--- config.mk ---
export PLATFORM = sky130hd
export DESIGN_NAME = dbg_sba_mem_arbiter
export DESIGN_NICKNAME = d
export VERILOG_FILES = /design/src/rtl/core_v_mcu_pkg.sv /design/src/rtl/dbg_sba_id_fifo.sv /design/src/rtl/dbg_sba_mem_arbiter.sv
export SDC_FILE = /design/constraint.sdc
export NUM_CORES = 1
export LEC_CHECK = 0
export ABC_AREA = 1
export BUFFER_PORTS_ARGS = -buffer_cell sky130_fd_sc_hd__buf_2
export CORE_AREA = 5 5 107 109
export DETAILED_ROUTE_END_ITERATION = 6
export DIE_AREA = 0 0 112 114
export PLACE_DENSITY = 0.61
export SETUP_SLACK_MARGIN = 0.3
export SLEW_MARGIN = 0
export SYNTH_ARGS = -nofsm -noshare
export SYNTH_HDL_FRONTEND = slang
export SYNTH_SLANG_ARGS = --single-unit
--- constraint.sdc ---
create_clock -name clk_i -period 5.7 [get_ports clk_i]
set_input_delay 0.285 -clock clk_i [delete_from_list [all_inputs] [get_ports clk_i]]
set_output_delay 0.285 -clock clk_i [all_outputs]
set_load 0.01 [all_outputs]
--- src/rtl/core_v_mcu_pkg.sv ---
// Shared SoC-level constants for the core-v-mcu debug subsystem, plus a small index helper.
package core_v_mcu_pkg;

   localparam int unsigned AxiAddrWidth         = 32;
   localparam int unsigned AxiDataWidth         = 32;
   localparam int unsigned DbgSbaNumReq         = 2;
   localparam int unsigned DbgSbaMaxOutstanding = 4;

   // Increment an index, wrapping back to zero at n.
   function automatic int wrap_inc(input int v, input int n);
      return (v + 1 >= n) ? 0 : v + 1;
   endfunction

endpackage

--- src/rtl/dbg_sba_id_fifo.sv ---
// In-order FIFO of requester IDs for issued-but-unanswered requests.
module dbg_sba_id_fifo
   import core_v_mcu_pkg::*;
#(
   parameter int unsigned Depth = DbgSbaMaxOutstanding,
   parameter int unsigned Width = 1
) (
   input  logic             clk_i,
   input  logic             rst_i,
   input  logic             push_i,
   input  logic [Width-1:0] data_i,
   input  logic             pop_i,
   output logic             full_o,
   output logic             empty_o,
   output logic [Width-1:0] head_o
);

   localparam int unsigned PtrW   = $clog2(Depth);
   localparam int unsigned CountW = PtrW + 1;

   logic [Width-1:0]  mem_q [Depth];
   logic [PtrW-1:0]   wr_ptr;
   logic [PtrW-1:0]   rd_ptr;
   logic [CountW-1:0] count;
   logic              do_push;
   logic              do_pop;

   assign full_o  = (count == CountW'(Depth));
   assign empty_o = (count == '0);
   assign head_o  = mem_q[rd_ptr];
   assign do_push = push_i & ~full_o;
   assign do_pop  = pop_i & ~empty_o;

   // NOTE: storage is not reset; count gates every read, so stale entries are never observed.
   always_ff @(posedge clk_i) begin
      if (do_push) mem_q[wr_ptr] <= data_i;
   end

   // Depth is a power of two, so the pointers wrap by natural overflow.
   always_ff @(posedge clk_i or posedge rst_i) begin
      if (rst_i) begin
         wr_ptr <= '0;
         rd_ptr <= '0;
         count  <= '0;
      end else begin
         if (do_push) wr_ptr <= wr_ptr + 1'b1;
         if (do_pop)  rd_ptr <= rd_ptr + 1'b1;
         case ({do_push, do_pop})
            2'b10:   count <= count + 1'b1;
            2'b01:   count <= count - 1'b1;
            default: count <= count;
         endcase
      end
   end

endmodule

--- src/rtl/dbg_sba_mem_arbiter.sv ---
// Round-robin arbiter in front of the debug mem-to-AXI bridge. The grant locks across
// downstream stalls; responses are routed back through an in-order ID FIFO.
module dbg_sba_mem_arbiter
   import core_v_mcu_pkg::*;
#(
   parameter int unsigned NumReq         = DbgSbaNumReq,
   parameter int unsigned MaxOutstanding = DbgSbaMaxOutstanding,
   parameter int unsigned AddrWidth      = AxiAddrWidth,
   parameter int unsigned DataWidth      = AxiDataWidth
) (
   input  logic                                clk_i,
   input  logic                                rst_i,
   input  logic [NumReq-1:0]                   req_i,
   input  logic [NumReq-1:0][AddrWidth-1:0]    addr_i,
   input  logic [NumReq-1:0]                   we_i,
   input  logic [NumReq-1:0][DataWidth-1:0]    wdata_i,
   input  logic [NumReq-1:0][DataWidth/8-1:0]  be_i,
   output logic [NumReq-1:0]                   gnt_o,
   output logic [NumReq-1:0]                   rvalid_o,
   output logic [DataWidth-1:0]                rdata_o,
   output logic                                err_o,
   output logic                                mem_req_o,
   output logic [AddrWidth-1:0]                mem_addr_o,
   output logic                                mem_we_o,
   output logic [DataWidth-1:0]                mem_wdata_o,
   output logic [DataWidth/8-1:0]              mem_be_o,
   input  logic                                mem_gnt_i,
   input  logic                                mem_rsp_valid_i,
   input  logic [DataWidth-1:0]                mem_rsp_rdata_i,
   input  logic                                mem_rsp_error_i,
   output logic                                busy_o,
   output logic                                unexp_rsp_o
);

   typedef logic [$clog2(NumReq)-1:0] idx_t;

   idx_t rr_ptr;
   idx_t lock_idx;
   logic lock;
   idx_t sel;
   idx_t cand;
   logic sel_valid;
   idx_t head;
   logic fifo_full;
   logic fifo_empty;
   logic handshake;
   logic pop;

   // NOTE: every always_comb output gets a default first so no path can infer a latch.
   always_comb begin
      sel       = rr_ptr;
      cand      = rr_ptr;
      sel_valid = 1'b0;
      if (lock) begin
         sel       = lock_idx;
         sel_valid = req_i[lock_idx];
      end else begin
         for (int k = 0; k < int'(NumReq); k++) begin
            cand = idx_t'((int'(rr_ptr) + k) % NumReq);
            if (!sel_valid && req_i[cand]) begin
               sel       = cand;
               sel_valid = 1'b1;
            end
         end
      end
   end

   // Full is taken from the registered count only, so a same-cycle response cannot unblock.
   assign mem_req_o   = sel_valid & ~fifo_full;
   assign handshake   = mem_req_o & mem_gnt_i;
   assign mem_addr_o  = addr_i[sel];
   assign mem_we_o    = we_i[sel];
   assign mem_wdata_o = wdata_i[sel];
   assign mem_be_o    = be_i[sel];

   assign pop     = mem_rsp_valid_i & ~fifo_empty;
   assign rdata_o = pop ? mem_rsp_rdata_i : '0;
   assign err_o   = pop & mem_rsp_error_i;
   assign busy_o  = ~fifo_empty;

   always_comb begin
      gnt_o          = '0;
      rvalid_o       = '0;
      gnt_o[sel]     = handshake;
      rvalid_o[head] = pop;
   end

   always_ff @(posedge clk_i or posedge rst_i) begin
      if (rst_i) begin
         rr_ptr      <= '0;
         lock        <= 1'b0;
         lock_idx    <= '0;
         unexp_rsp_o <= 1'b0;
      end else begin
         if (handshake) begin
            lock   <= 1'b0;
            rr_ptr <= idx_t'(wrap_inc(int'(sel), int'(NumReq)));
         end else if (mem_req_o) begin
            lock     <= 1'b1;
            lock_idx <= sel;
         end
         if (mem_rsp_valid_i && fifo_empty) unexp_rsp_o <= 1'b1;
      end
   end

   dbg_sba_id_fifo #(
      .Depth (MaxOutstanding),
      .Width ($clog2(NumReq))
   ) u_id_fifo (
      .clk_i   (clk_i),
      .rst_i   (rst_i),
      .push_i  (handshake),
      .data_i  (sel),
      .pop_i   (pop),
      .full_o  (fifo_full),
      .empty_o (fifo_empty),
      .head_o  (head)
   );

endmodule

=== Word level (Yosys, flattened, before mapping) ===
Memories as Yosys holds them, arrays and structs flattened.
Index checks and enable logic that the tools add are counted.

* Flip-flop bits (word level): 11
* Logic and storage cells: 76
* Memories kept: 1
* Output and inout bits: 109
* RAM bits: 4

{| class="wikitable"
|+ Memory list
! name !! words !! width !! rd ports !! clocked after memory_dff !! write ports !! line !! RTL
|-
| u_id_fifo.mem_q || 4 || 1 || 1 || 0 || 1 || dbg_sba_id_fifo.sv:21 || <nowiki>logic [Width-1:0] mem_q [Depth];</nowiki>
|}

* Add/sub/neg operators: 6
* Mux-type cells: 31
* Eq/ne operators: 3
* Magnitude comparators: 8
* Bitwise logic cells: 11
* Reductions and logical operators: 9

{| class="wikitable"
|+ Operators by type and width
! kind !! count
|-
| 32-bit 2-to-1 mux || 5
|-
| 1-bit 2-to-1 mux || 21
|-
| 1-bit by 2-bit < comparator with 1-bit output, second input constant || 5
|-
| 4-bit 2-to-1 mux || 2
|-
| 1-bit AND || 6
|-
| 3-bit one-hot mux with 2 select lines || 1
|-
| 2-bit by 1-bit adder with 2-bit output, second input constant || 2
|-
| 2-bit AND || 2
|-
| 1-bit logical AND || 4
|-
| 2-bit nonzero test || 2
|-
| 3-bit by 1-bit adder with 3-bit output, second input constant || 1
|-
| 3-bit equality test, second input constant || 1
|-
| 3-bit zero test || 1
|-
| 1-bit inverter || 3
|-
| 3-bit by 1-bit subtractor with 3-bit output, second input constant || 1
|-
| 1-bit by 1-bit adder with 2-bit output, second input constant || 1
|-
| 1-bit demux with 1-bit select || 2
|-
| 2-bit by 1-bit equality test with 1-bit output, second input constant || 1
|-
| 2-bit equality test, second input constant || 1
|-
| 1-bit >= comparator, second input constant || 2
|-
| 2-bit >= comparator, second input constant || 1
|-
| 2-bit AND reduction || 1
|-
| 1-bit adder, second input constant || 1
|-
| 1-bit zero test || 1
|}

=== Depth between registers and ports, before layout ===
Gate-level depths: netlist of run 1.

* Word-level depth: 13
* Gate-level depth with buffers: 12

=== Hierarchy ===
A second synthesis of run 1 with hierarchy kept.

* Cells, all modules: 411
* Area total of the unflattened synthesis: 2,199.6 um2

{| class="wikitable"
|+ By module, submodules not included
! module !! times used !! cells each !! area an instance (um2) !! sequential area each (um2)
|-
| dbg_sba_mem_arbiter || 1 || 337 || 1,526.5 || 100.1
|-
| dbg_sba_id_fifo || 1 || 74 || 673.1 || 295.3
|}

=== Worst setup path before layout of run 1 ===
OpenSTA, ideal clock, no wires.

* Path type: reg2reg
* From: register lock
* To: register u_id_fifo.count[2]
* Path buffers: 1
* Stages on the path, launching flop included: 12
* Data arrival time: 1.798 ns
* Clock period less this slack: 1.929 ns
* Path slack: 3.771 ns
* Path through: dfrtp_1 -> nand2_4 -> nand2_1 -> nand2_2 -> nand3_2 -> buf_6 -> ha_1 -> inv_1 -> fa_1 -> a21oi_1 -> o21ai_0 -> xor2_1

* Word-level cells in the longest chain between the ends: 6
* Elaborated cells between the ends (all ways): 8

{| class="wikitable"
|+ RTL lines
! element !! line !! RTL
|-
| start, declared || dbg_sba_mem_arbiter.sv:39 || <nowiki>logic lock;</nowiki>
|-
| start signal, assigned || dbg_sba_mem_arbiter.sv:91 || <nowiki>lock <= 1'b0;</nowiki>
|-
| start signal, assigned || dbg_sba_mem_arbiter.sv:96 || <nowiki>lock <= 1'b0;</nowiki>
|-
| start signal, assigned || dbg_sba_mem_arbiter.sv:99 || <nowiki>lock <= 1'b1;</nowiki>
|-
| 1-bit 2-to-1 mux (*) || dbg_sba_mem_arbiter.sv:54 || <nowiki>if (lock) begin</nowiki>
|-
| 1-bit AND (*) || dbg_sba_mem_arbiter.sv:69 || <nowiki>assign mem_req_o = sel_valid & ~fifo_full;</nowiki>
|-
| 1-bit AND (*) || dbg_sba_mem_arbiter.sv:70 || <nowiki>assign handshake = mem_req_o & mem_gnt_i;</nowiki>
|-
| 1-bit AND (*) || dbg_sba_id_fifo.sv:31 || <nowiki>assign do_push = push_i & ~full_o;</nowiki>
|-
| 2-bit by 1-bit equality test with 1-bit output / 2-bit equality test (equally long branches) || dbg_sba_id_fifo.sv:48 || <nowiki>case ({do_push, do_pop})</nowiki>
|-
| 3-bit one-hot mux with 2 select lines / 2-bit nonzero test (equally long branches) || n/a ||
|-
| end signal, assigned || dbg_sba_id_fifo.sv:49 || <nowiki>2'b10: count <= count + 1'b1;</nowiki>
|-
| end signal, assigned || dbg_sba_id_fifo.sv:50 || <nowiki>2'b01: count <= count - 1'b1;</nowiki>
|-
| end signal, assigned || dbg_sba_id_fifo.sv:51 || <nowiki>default: count <= count;</nowiki>
|-
| end, declared || dbg_sba_id_fifo.sv:24 || <nowiki>logic [CountW-1:0] count;</nowiki>
|}

Mark *: on every way between the ends. The rest lies on a longest branch, timed or not.
A chain may end at the register's enable or synchronous reset.

=== Worst setup path in the final report of run 1 ===
* From: register rr_ptr
* To: output mem_wdata_o[19]

* Word-level cells in the longest chain between the ends: 10
* Elaborated cells between the ends (all ways): 13

{| class="wikitable"
|+ RTL lines
! element !! line !! RTL
|-
| start, declared || dbg_sba_mem_arbiter.sv:37 || <nowiki>idx_t rr_ptr;</nowiki>
|-
| start signal, assigned || dbg_sba_mem_arbiter.sv:97 || <nowiki>rr_ptr <= idx_t'(wrap_inc(int'(sel), int'(NumReq)));</nowiki>
|-
| 1-bit 2-to-1 mux (not written as such) (2 in a row) || dbg_sba_mem_arbiter.sv:60 || <nowiki>if (!sel_valid && req_i[cand]) begin</nowiki>
|-
| 1-bit 2-to-1 mux || dbg_sba_mem_arbiter.sv:60 ||
|-
| 1-bit 2-to-1 mux || dbg_sba_mem_arbiter.sv:54 ||
|-
| 1-bit zero test || dbg_sba_mem_arbiter.sv:60 ||
|-
| 1-bit logical AND || dbg_sba_mem_arbiter.sv:60 ||
|-
| 1-bit 2-to-1 mux (*) || dbg_sba_mem_arbiter.sv:60 ||
|-
| 1-bit 2-to-1 mux (*) || dbg_sba_mem_arbiter.sv:54 ||
|-
| 32-bit 2-to-1 mux (not written as such) (*) (2 in a row) || dbg_sba_mem_arbiter.sv:73 || <nowiki>assign mem_wdata_o = wdata_i[sel];</nowiki>
|-
| end, declared || dbg_sba_mem_arbiter.sv:25 || <nowiki>output logic [DataWidth-1:0] mem_wdata_o,</nowiki>
|}

Mark *: on every way between the ends. The rest lies on a longest branch, timed or not. The select of a mux whose other input is x is not followed.

==> results of run 1 <==
-- sequential cells by signal (all words and copies together) (netlist names) --
register and count:
lock_idx 1, u_id_fifo.wr_ptr 2, u_id_fifo.rd_ptr 2, rr_ptr 1, unexp_rsp_o 1, u_id_fifo.count 3, u_id_fifo.mem_q 4, lock 1
-- layer usage --
layer / vias up / wire length [um]
li1: 1726 / -
met2: 177 / 5170
met1: 1472 / 3220
met4: 0 / 134
met5: - / 0
met3: 10 / 1180
-- critical path, stage by stage (launching register included) --
cell,delay [ns]
dfrtp_1,0.38
o21bai_2,0.20
nand2_4,0.54
nand2_8,0.74
nand2_1,0.24
nand2_1,0.07
buf_2,0.14
-- layout make-up --
class	instances	area, sq um	area share
inverter	53	199	0.0472
timing repair buffer	286	1430	0.340
tap	140	175	0.0415
sequential	15	395	0.0937
multi-input combinational	299	1970	0.467
clock buffer	4	45.0	0.0107
-- cells by family (layout without fill, tap and decap cells) --
family	Yosys count	count (layout)	share of synthesized area
buf+inv	79	343	0.152
compound gates	14	14	0.0296
xor+xnor	3	3	0.00942
fa+ha+maj	6	6	0.0296
simple gates	276	276	0.638
flops	15	15	0.142
-- placed cells by master (no fill, tap or decap) --
cell type  count
o21bai_2       1
a21oi_1        4
nand3_1       71
nand4_1        1
xnor2_1        1
inv_1         47
inv_2          6
nand3b_1       1
clkbuf_1       1
ha_1           5
clkbuf_8       3
nand2_2       61
fa_1           1
nand3_2        2
buf_4          1
edfxtp_1       4
buf_2        285
o21ai_1        3
a21oi_2        1
o21bai_1       1
nand2_8        1
nand2_1       35
o21ai_0        4
dfrtp_1       11
xor2_1         2
nand2_4       62
nor2_1        42
-- power by group --
part           total [mW]  switching (mW)  leakage (nW)  internal, mW
sequential          0.195          0.0351         0.166         0.160
clock              0.0845          0.0351        0.0228        0.0494
combinational        1.48           0.919          2.65         0.559
total                1.76           0.989          2.84         0.768
-- worst max path at each step --
stage,end,start,slack (ns),depth (start not counted)
finish,mem_wdata_o[19],rr_ptr,2.74,6
global route,mem_wdata_o[19],rr_ptr,2.52,6
CTS,mem_wdata_o[27],rr_ptr,2.71,6
detailed placement,mem_wdata_o[27],rr_ptr,2.99,6
global placement,mem_wdata_o[27],rr_ptr,3.00,6
floorplan,u_id_fifo.count[2],lock,3.77,11
-- metrics by stage --
stage	instance area [sq um]	util
floorplan	2790	-
detailed placement	4170	0.397
finish	4220	0.401
global route	4220	0.401
global placement	4170	0.397
CTS	4220	0.401
==> impl_results.md, run 1 <==
- Crit Path Max Fanout: 76
- Cells after DPL: 793
- Crit path time final: 2.96 ns
- Root Driver: clkbuf_8
- Post-synth EDFFs: 4
- Outcome: complete, no violations
- Final ANT Viol Nets: 0
- Non-filler instance count after layout: 797
- Synth top cells by count: 71 x nand3_1, 62 x nand2_4, 61 x nand2_2
- Leakage: 2.84 nW
- FF-to-FF Start: lock
- Setup Skew: 0.00543 ns
- First-pass GRT wire length: 15,200 um
- Post-CTS Setup Repair Bufs: 0
- Overflow after GRT: 0
- Syn Inst Count: 393
- Routed via count: 3,385
- Initial antenna violation count: 0
- Final hold slack: 0.0192 ns
- Met1 usage: 0.132
- Number of DRC markers in iteration 0: 72
- GR met3 Demand/Resource: 0.0515
- Wire per inst: 12.2 um
- Top_reg_cell synth: dfrtp_1
- CTS Buffer Depth: 2
- Row cnt: 38
- Worst-Margin Slew: 1.05 ns
- Max H-tree Level: 1
- Met2 usage: 0.278
- DRC Markers: 0
- # hold bufs at CTS: 0
- Min-delay worst type: in2async
- Die Height: 114 um
- Core region area: 10,500 sq um
- Largest cells by area after synthesis: nand2_4 25%, nand2_2 14%, nand3_1 13%
- Setup slack, reg-to-reg: 3.11 ns
- Arr. time, crit path: 2.67 ns
- Final WL: 9700 um
- Ys async rst share: 0.733
- Initial Util: 0.265
- Final setup margin: 2.74 ns
- Mapped Nets: 576
- IO Count: 286
- Count leader, synth: nand3_1
- Mapped Area: 2790 sq um
- Fin. Hold Viols: 0
- Post-synth top area share: 0.250
- FF-to-FF path depth: 10
- Quantity of gates resized following cts: 0
- Synth cell types: 28
- Slew margin rel.: 0.299
- Clock Pin Slew Worst Setup and Hold Paths: 0.06 ns
- FF-to-FF End: u_id_fifo.count[2]
- Largest net degree at the start of global routing: 77
- Max frequency: 0.338 GHz
- Critical path required time: 5.41 ns
- Port Buffers: 285
- Final net count: 841
- Endpoints failing setup: 0
- Total Power: 1.76 mW
- Worst skew pair latency: 0.24 ns
- Layout cells sized above 1: 0.644
- Final Wtd Congestion: 0.877
- Crit share post-route: 0.519
- CTS Sinks: 15
- Number of max-slew violations in the final report: 0
- CTS tree: yes
- TritonCTS Buffers: 3
- YS warnings: 0
- TNS Setup: 0 ns
- HPWL after DPL: 8140 um
- Max-cap viol count: 0
- Critical path launch point type: flop
- Chip width: 112 um
- RSZ-0062 raised after global routing: no
- Die ar.: 12,800 sq um
- ANT cells: 0
- Area leader, netlist: nand2_4
- Via/cell ratio: 4.25
- Fillers: 1,140
- Crit Path Category: reg2out
- Seq/Total Area, Yosys: 0.142
- Pre-Repair DR Iteration Count: 4
- Total GRT Usage: 0.139
- DP Worst Slack: 2.99 ns
- Yosys reg bits: 15
- Syn-to-layout area delta: 51.2%
- Mapped Avg Cell Area: 7.10 sq um
- Power Density: 417 nW/um^2
- Vias in the first global route: 3,479
- Max rail drop VDD: 0.290 mV
- Most crowded layer after global routing: met2
- Setup crit end kind: output pin
Power figures use the tool's default switching activity.
==> run 2: changes to the inputs <==
--- a/config.mk
+++ b/config.mk
@@ -5,12 +5,12 @@
 export SDC_FILE = /design/constraint.sdc
 export NUM_CORES = 1
 export LEC_CHECK = 0
-export ABC_AREA = 1
+export ABC_AREA = 0
 export BUFFER_PORTS_ARGS = -buffer_cell sky130_fd_sc_hd__buf_2
 export CORE_AREA = 5 5 107 109
 export DETAILED_ROUTE_END_ITERATION = 6
 export DIE_AREA = 0 0 112 114
-export PLACE_DENSITY = 0.61
+export PLACE_DENSITY = 0.54
 export SETUP_SLACK_MARGIN = 0.3
 export SLEW_MARGIN = 0
 export SYNTH_ARGS = -nofsm -noshare
==> constraint.sdc (replaced) <==
create_clock -name clk_i -period 2.7 [get_ports clk_i]
set_input_delay 0.135 -clock clk_i [delete_from_list [all_inputs] [get_ports clk_i]]
set_output_delay 0.135 -clock clk_i [all_outputs]
set_load 0.01 [all_outputs]
==> impl_results.md, run 2 <==
- Top_reg_cell synth: dfrtp_1 (unchanged)
- Most common cell after layout, fill and taps aside: buf_2 (unchanged)
- Layout cells sized above 1: 0.790 (was 0.644)
- Max reg flops: 4 (unchanged)
- Outcome: complete, no violations (unchanged)
- Fillers: 1,115 (was 1,140)
- Fin. Hold Viols: 0 (unchanged)
- Slowest-stage cell, CP: nor3b_1 (was nand2_8)
- Syn-to-layout area delta: 83.2% (was 51.2%)
- Max H-tree Level: 1 (unchanged)
- Final net count: 646 (was 841)
- Top delay family on crit path: simple AND/OR/NAND/NOR gates (unchanged)
- # hold bufs at CTS: 1 (was 0)
- Count leader, synth: mux2_2 (was nand3_1)
- Largest Register: u_id_fifo.mem_q (unchanged)
- DP Worst Slack: 0.440 ns (was 2.99 ns)
- Slowest stage delay, CP: 0.43 ns (was 0.74 ns)
- Final hold slack: 0.234 ns (was 0.0192 ns)
- Synth cell types: 30 (was 28)
- YS warnings: 0 (unchanged)
- Final WL: 8350 um (was 9700 um)
- Crit path time final: 2.25 ns
- Reg area: 395 sq um (unchanged)
- Post-synth EDFFs: 4 (unchanged)
- Quantity of gates resized following cts: 0 (unchanged)
- Endpoints failing setup: 0 (unchanged)
- Max frequency: 0.445 GHz
- Total GRT Usage: 0.116 (was 0.139)
- Initial Util: 0.181 (was 0.265)
- Arr. time, crit path: 2.42 ns (was 2.67 ns)
- Die Height: 114 um (unchanged)
- TritonCTS Buffers: 3 (unchanged)
- Max-cap viol count: 0 (unchanged)
- Ys async rst share: 0.733 (unchanged)
- Area leader, netlist: mux2_2 (was nand2_4)
- Crit Path Max Fanout: 8 (was 76)
- Number of DRC markers in iteration 0: 40 (was 72)
- Post-synth top area share: 0.373 (was 0.250)
- Mapped Nets: 367 (was 576)
- Routed via count: 2,475 (was 3,385)
- Mapped Avg Cell Area: 10.3 sq um (was 7.10 sq um)
- Overflow after GRT: 0 (unchanged)
- Vias in the first global route: 2,601 (was 3,479)
- Worst setup startpoint: u_id_fifo.count[0] (was rr_ptr)
- Pre-Repair DR Iteration Count: 4 (unchanged)
- TNS Setup: 0 ns (unchanged)
- Regs by FF count: u_id_fifo.mem_q x4, u_id_fifo.count x3 (unchanged)
- Chip width: 112 um (unchanged)
- Post-CTS Setup Repair Bufs: 0 (unchanged)
- Clock Pin Slew Worst Setup and Hold Paths: 0.06 ns (about the same)
- Via/cell ratio: 4.11 (was 4.25)
- Setup crit end kind: flop (was output pin)
- Die ar.: 12,800 sq um (unchanged)
- Worst-Margin Slew: 0.479 ns (was 1.05 ns)
- Critical path launch point type: flop (unchanged)
- Row cnt: 38 (unchanged)
- ANT cells: 0 (unchanged)
- Wire per inst: 13.9 um (was 12.2 um)
- Most used cell, CP: xor2_1 (was nand2_1)
- Worst skew pair latency: 0.25 ns (was 0.24 ns)
- Critical path required time: 2.87 ns (was 5.41 ns)
- Syn Inst Count: 184 (was 393)
- Critical path cell sequence: nor3b_1 > a211oi_4 > nand2_4 > ha_1 > inv_1 > fa_1 > xor2_1 > nor2_1 > xor2_1 (was o21bai_2 > nand2_4 > nand2_8 > nand2_1 > nand2_1 > buf_2)
- Slew margin rel.: 0.680 (was 0.299)
- Mapped Area: 1900 sq um (was 2790 sq um)
- CP bufs+invs: 1 (unchanged)
- Synth top cells by count: 63 x mux2_2, 34 x and3_1, 11 x dfrtp_1 (was 71 x nand3_1, 62 x nand2_4, 61 x nand2_2)
- Largest net degree at the start of global routing: 46 (was 77)
- Final Wtd Congestion: 0.826 (was 0.877)
- CTS Buffer Depth: 2 (unchanged)
- RSZ-0062 raised after global routing: no (unchanged)
- DRC Markers: 0 (unchanged)
- Root Driver: clkbuf_8 (unchanged)
- Number of max-slew violations in the final report: 0 (unchanged)
- Core region area: 10,500 sq um (unchanged)
- Final ANT Viol Nets: 0 (unchanged)
- HPWL after DPL: 7320 um (was 8140 um)
- First-pass GRT wire length: 12,300 um (was 15,200 um)
- Yosys reg bits: 15 (unchanged)
- Setup Skew: 0.00142 ns (was 0.00543 ns)
- Port Buffers: 285 (unchanged)
- Crit share post-route: 0.833
- Final setup margin: 0.452 ns (was 2.74 ns)
- Multi-input combinational cell area: 1360 sq um (was 1970 sq um)
- Initial antenna violation count: 0 (unchanged)
- IO Count: 286 (unchanged)
- Worst hold start: mem_gnt_i
- Total Power: 2.97 mW (was 1.76 mW)
- CTS tree: yes (unchanged)
- Crit Path Category: reg2reg (was reg2out)
- Most frequent cells in the layout: 285 x buf_2, 63 x mux2_2, 34 x and3_1 (was 285 x buf_2, 71 x nand3_1, 62 x nand2_4)
- Leakage: 2.03 nW (was 2.84 nW)
- Seq/Total Area, Yosys: 0.208 (was 0.142)
- FF-to-FF Start: u_id_fifo.count[0] (was lock)
- Max rail drop VDD: 0.360 mV (was 0.290 mV)
- CTS Sinks: 15 (unchanged)
- Largest cells by area after synthesis: mux2_2 37%, dfrtp_1 14%, and3_1 11% (was nand2_4 25%, nand2_2 14%, nand3_1 13%)
- Power Density: 852 nW/um^2 (was 417 nW/um^2)
- Min-delay worst type: in2reg (was in2async)
==> run 2: metrics by stage <==
step | utilization | instance area [sq um] | cells
finish | 0.331 | 3480 | 602
detailed placement | 0.326 | 3430 | 597
global placement | 0.326 | 3430 | 597
floorplan | - | 1900 | 184
global route | 0.331 | 3480 | 602
CTS | 0.331 | 3480 | 602
==> run 2: worst paths after layout <==
kind	endpoint	slack, ns	cells past startpoint
worst max-delay path	u_id_fifo.count[2]	0.45	9
worst min-delay path	lock_idx	0.23	3
worst min register to register	unexp_rsp_o	0.47	1
max in group asynchronous	u_id_fifo.wr_ptr[1]	1.95	3
worst max register to register	u_id_fifo.count[2]	0.45	9
min in group asynchronous	u_id_fifo.rd_ptr[1]	0.44	3
==> run 2: cell type report <==
type	count	area share
tap	140	0.0503
multi-input combinational	144	0.390
sequential	15	0.114
timing repair buffer	289	0.423
clock inverter	1	0.00144
clock buffer	3	0.0119
inverter	10	0.0108
==> run 2: kinds of logic (layout without fill, tap and decap cells) <==
family          after synthesis  count (layout)  synth area share
xor+xnor                      6               6            0.0277
flops                        15              15             0.208
compound gates                7               7            0.0316
simple gates                 51              51             0.163
fa+ha+maj                     6               6            0.0435
buf+inv                      25             303            0.0790
mux                          74              74             0.447
==> run 2: power breakdown <==
part / switching [mW] / internal, mW / total, mW / leakage (nW)
combinational: 1.13 / 1.22 / 2.36 / 1.85
clock: 0.0810 / 0.102 / 0.183 / 0.0255
sequential: 0.0851 / 0.344 / 0.429 / 0.161
total: 1.30 / 1.67 / 2.97 / 2.03
==> run 2: worst reg2reg max path, cell delays in order (launching register included) <==
cell,delay [ns]
dfrtp_1,0.41
nor3b_1,0.43
a211oi_4,0.14
nand2_4,0.16
ha_1,0.20
inv_1,0.06
fa_1,0.38
xor2_1,0.15
nor2_1,0.11
xor2_1,0.15
==> run 2: routing by layer <==
layer / wire length [um] / GRT usage / vias up
met5: 0 / 0 / -
met4: 128 / 0.0369 / 0
met3: 1070 / 0.0446 / 8
met2: 4190 / 0.211 / 165
met1: 2970 / 0.125 / 1086
li1: - / - / 1216
==> run 3: changes to the inputs <==
--- a/config.mk
+++ b/config.mk
@@ -10,7 +10,7 @@
 export CORE_AREA = 5 5 107 109
 export DETAILED_ROUTE_END_ITERATION = 6
 export DIE_AREA = 0 0 112 114
-export PLACE_DENSITY = 0.54
+export PLACE_DENSITY = 0.52
 export SETUP_SLACK_MARGIN = 0.3
 export SLEW_MARGIN = 0
 export SYNTH_ARGS = -nofsm -noshare
==> constraint.sdc (replaced) <==
create_clock -name clk_i -period 2.13 [get_ports clk_i]
set_input_delay 0.1065 -clock clk_i [delete_from_list [all_inputs] [get_ports clk_i]]
set_output_delay 0.1065 -clock clk_i [all_outputs]
set_load 0.01 [all_outputs]
==> impl_results.md, run 3 (synthesis gave the netlist of run 2 again) <==
- CTS Sinks: 15 (unchanged)
- IO Count: 286 (unchanged)
- Largest Register: u_id_fifo.mem_q (unchanged)
- Row cnt: 38 (unchanged)
- Outcome: complete, no violations (unchanged)
- Pre-Repair DR Iteration Count: 4 (unchanged)
- Port Buffers: 285 (unchanged)
- DP Worst Slack: 0.160 ns (was 0.440 ns)
- DRC Markers: 0 (unchanged)
- Final setup margin: 0.204 ns (was 0.452 ns)
- HPWL after DPL: 7170 um (was 7320 um)
- TNS Setup: 0 ns (unchanged)
- Switch share: 0.401 (was 0.438)
- Crit share post-route: 0.904
- Vias in the first global route: 2,597 (was 2,601)
- Crit Path Max Fanout: 14 (was 8)
- Power Density: 1230 nW/um^2 (was 852 nW/um^2)
- Die ar.: 12,800 sq um (unchanged)
- Final WL: 9310 um (was 8350 um)
- Setup Skew: 0.000595 ns (was 0.00142 ns)
- Reg area: 398 sq um (was 395 sq um)
- Routed via count: 2,618 (was 2,475)
- TritonCTS Buffers: 3 (unchanged)
- Crit path time final: 1.93 ns
- Endpoints failing setup: 0 (unchanged)
- Wire per inst: 15.0 um (was 13.9 um)
- Fillers: 1,083 (was 1,115)
- Clk pwr share: 0.046 (was 0.062)
- Syn-to-layout area delta: 109% (was 83.2%)
- Die Height: 114 um (unchanged)
- Core region area: 10,500 sq um (unchanged)
- Core Util, Final: 0.378 (was 0.331)
- Max reg flops: 4 (unchanged)
- Initial antenna violation count: 0 (unchanged)
- CTS Buffer Depth: 2 (unchanged)
- Internal: 2.93 mW (was 1.67 mW)
- Regs by FF count: u_id_fifo.mem_q x4, u_id_fifo.count x3 (unchanged)
- Critical path required time: 2.02 ns (was 2.87 ns)
- Number of DRC markers in iteration 0: 28 (was 40)
- Net Sw Power: 1.96 mW (was 1.30 mW)
- Max-cap viol count: 0 (unchanged)
- CTS tree: yes (unchanged)
- First-pass GRT wire length: 11,900 um (was 12,300 um)
- Worst-Margin Slew: 0.461 ns (was 0.479 ns)
- Setup crit end kind: output pin (was flop)
- Max H-tree Level: 1 (unchanged)
- Final ANT Viol Nets: 0 (unchanged)
- Leakage: 2.29 nW (was 2.03 nW)
- Total GRT Usage: 0.110 (was 0.116)
- RSZ-0062 raised after global routing: yes (was no)
- Min-delay worst type: in2reg (unchanged)
- Largest net degree at the start of global routing: 41 (was 46)
- Slew margin rel.: 0.692 (was 0.680)
- Final net count: 664 (was 646)
- Max rail drop VDD: 0.490 mV (was 0.360 mV)
- Chip width: 112 um (unchanged)
- Arr. time, crit path: 1.82 ns (was 2.42 ns)
- Max frequency: 0.519 GHz
- Multi-input combinational cell area: 1470 sq um (was 1360 sq um)
- Fin. Hold Viols: 0 (unchanged)
- Via/cell ratio: 4.22 (was 4.11)
- Final Wtd Congestion: 0.869 (was 0.826)
- Initial Util: 0.181 (unchanged)
- Root Driver: clkbuf_8 (unchanged)
- Number of max-slew violations in the final report: 0 (unchanged)
- Most common cell after layout, fill and taps aside: buf_2 (unchanged)
- Critical path launch point type: flop (unchanged)
- ANT cells: 0 (unchanged)
- Layout cells sized above 1: 0.821 (was 0.790)
- Sequential Power Share: 0.114 (was 0.145)
- Most frequent cells in the layout: 271 x buf_2, 50 x mux2_2, 34 x and3_1 (was 285 x buf_2, 63 x mux2_2, 34 x and3_1)
- Overflow after GRT: 0 (unchanged)
- Logic pwr share: 0.839 (was 0.794)
- Worst skew pair latency: 0.24 ns (was 0.25 ns)
- Crit Path Category: reg2out (was reg2reg)
- Clock Pin Slew Worst Setup and Hold Paths: 0.06 ns (about the same)
## run 3: changes by cell type in the layout (fill, tap and decap cells not counted), sizes merged
cell and change:
o31a +1, buf +10, clkbuf +7
## run 3: cell type report
| type | instances | area share |
|---|---|---|
| Multi-Input combinational cell | 145 | 0.371 |
| Timing Repair Buffer | 306 | 0.463 |
| Clock buffer | 3 | 0.0104 |
| Tap cell | 140 | 0.0442 |
| Clock inverter | 1 | 0.00126 |
| Inverter | 10 | 0.00946 |
| Sequential cell | 15 | 0.100 |
## run 3: what timing repair did
action                     4_1_cts  5_1_grt
hold buffers                     1        0
hold endpoints to repair        11        0
resized for setup                4       36
setup endpoints to repair       56       72
setup buffers                    5        2
cloned                           0        9
pin swaps                        7        3
## run 3: worst paths after layout
path / from / end / slack, ns / cells past startpoint
min in group asynchronous: rst_i / u_id_fifo.wr_ptr[1] / 0.42 / 3
max in group asynchronous: rst_i / u_id_fifo.count[0] / 1.37 / 3
min: mem_gnt_i / lock_idx / 0.19 / 3
max: rr_ptr / mem_addr_o[0] / 0.20 / 5
min reg2reg: u_id_fifo.rd_ptr[1] / u_id_fifo.rd_ptr[1] / 0.49 / 1
max reg2reg: u_id_fifo.count[0] / u_id_fifo.count[2] / 0.26 / 8
## run 3: power groups by stage
stage / registers [mW] / logic [mW] / clock network [mW]
after floorplan: 0.532 / 2.15 / 0
after global placement: 0.545 / 3.07 / 0
after detailed placement: 0.555 / 3.09 / 0
after CTS: 0.552 / 3.20 / 0.236
after global routing: 0.583 / 4.41 / 0.249
final: 0.560 / 4.11 / 0.227
## run 3: stage by stage
| stage | instance area (sq um) | hold WS, ns | cells | total power [mW] |
|---|---|---|---|---|
| after floorplan | 1930 | -0.0411 | 184 | 2.69 |
| after global placement | 3480 | 0.143 | 599 | 3.61 |
| after detailed placement | 3480 | 0.140 | 599 | 3.65 |
| after CTS | 3590 | 0.184 | 609 | 3.99 |
| after global routing | 3970 | 0.222 | 620 | 5.24 |
| final | 3970 | 0.186 | 620 | 4.90 |
## run 3: metal layers
layer | global-route usage | up-vias | wire length, um | share of wire
li1 | - | 1255 | - | -
met5 | 0 | - | 0 | 0
met2 | 0.218 | 161 | 4920 | 0.53
met3 | 0.0260 | 6 | 874 | 0.094
met4 | 0.0280 | 0 | 89 | 0.0096
met1 | 0.117 | 1196 | 3430 | 0.37
## run 3: critical path, stage by stage (launching register included)
cell	delay, ns
dfrtp_1	0.42
a21oi_2	0.22
o31a_4	0.25
clkbuf_16	0.20
mux2_2	0.33
buf_2	0.14
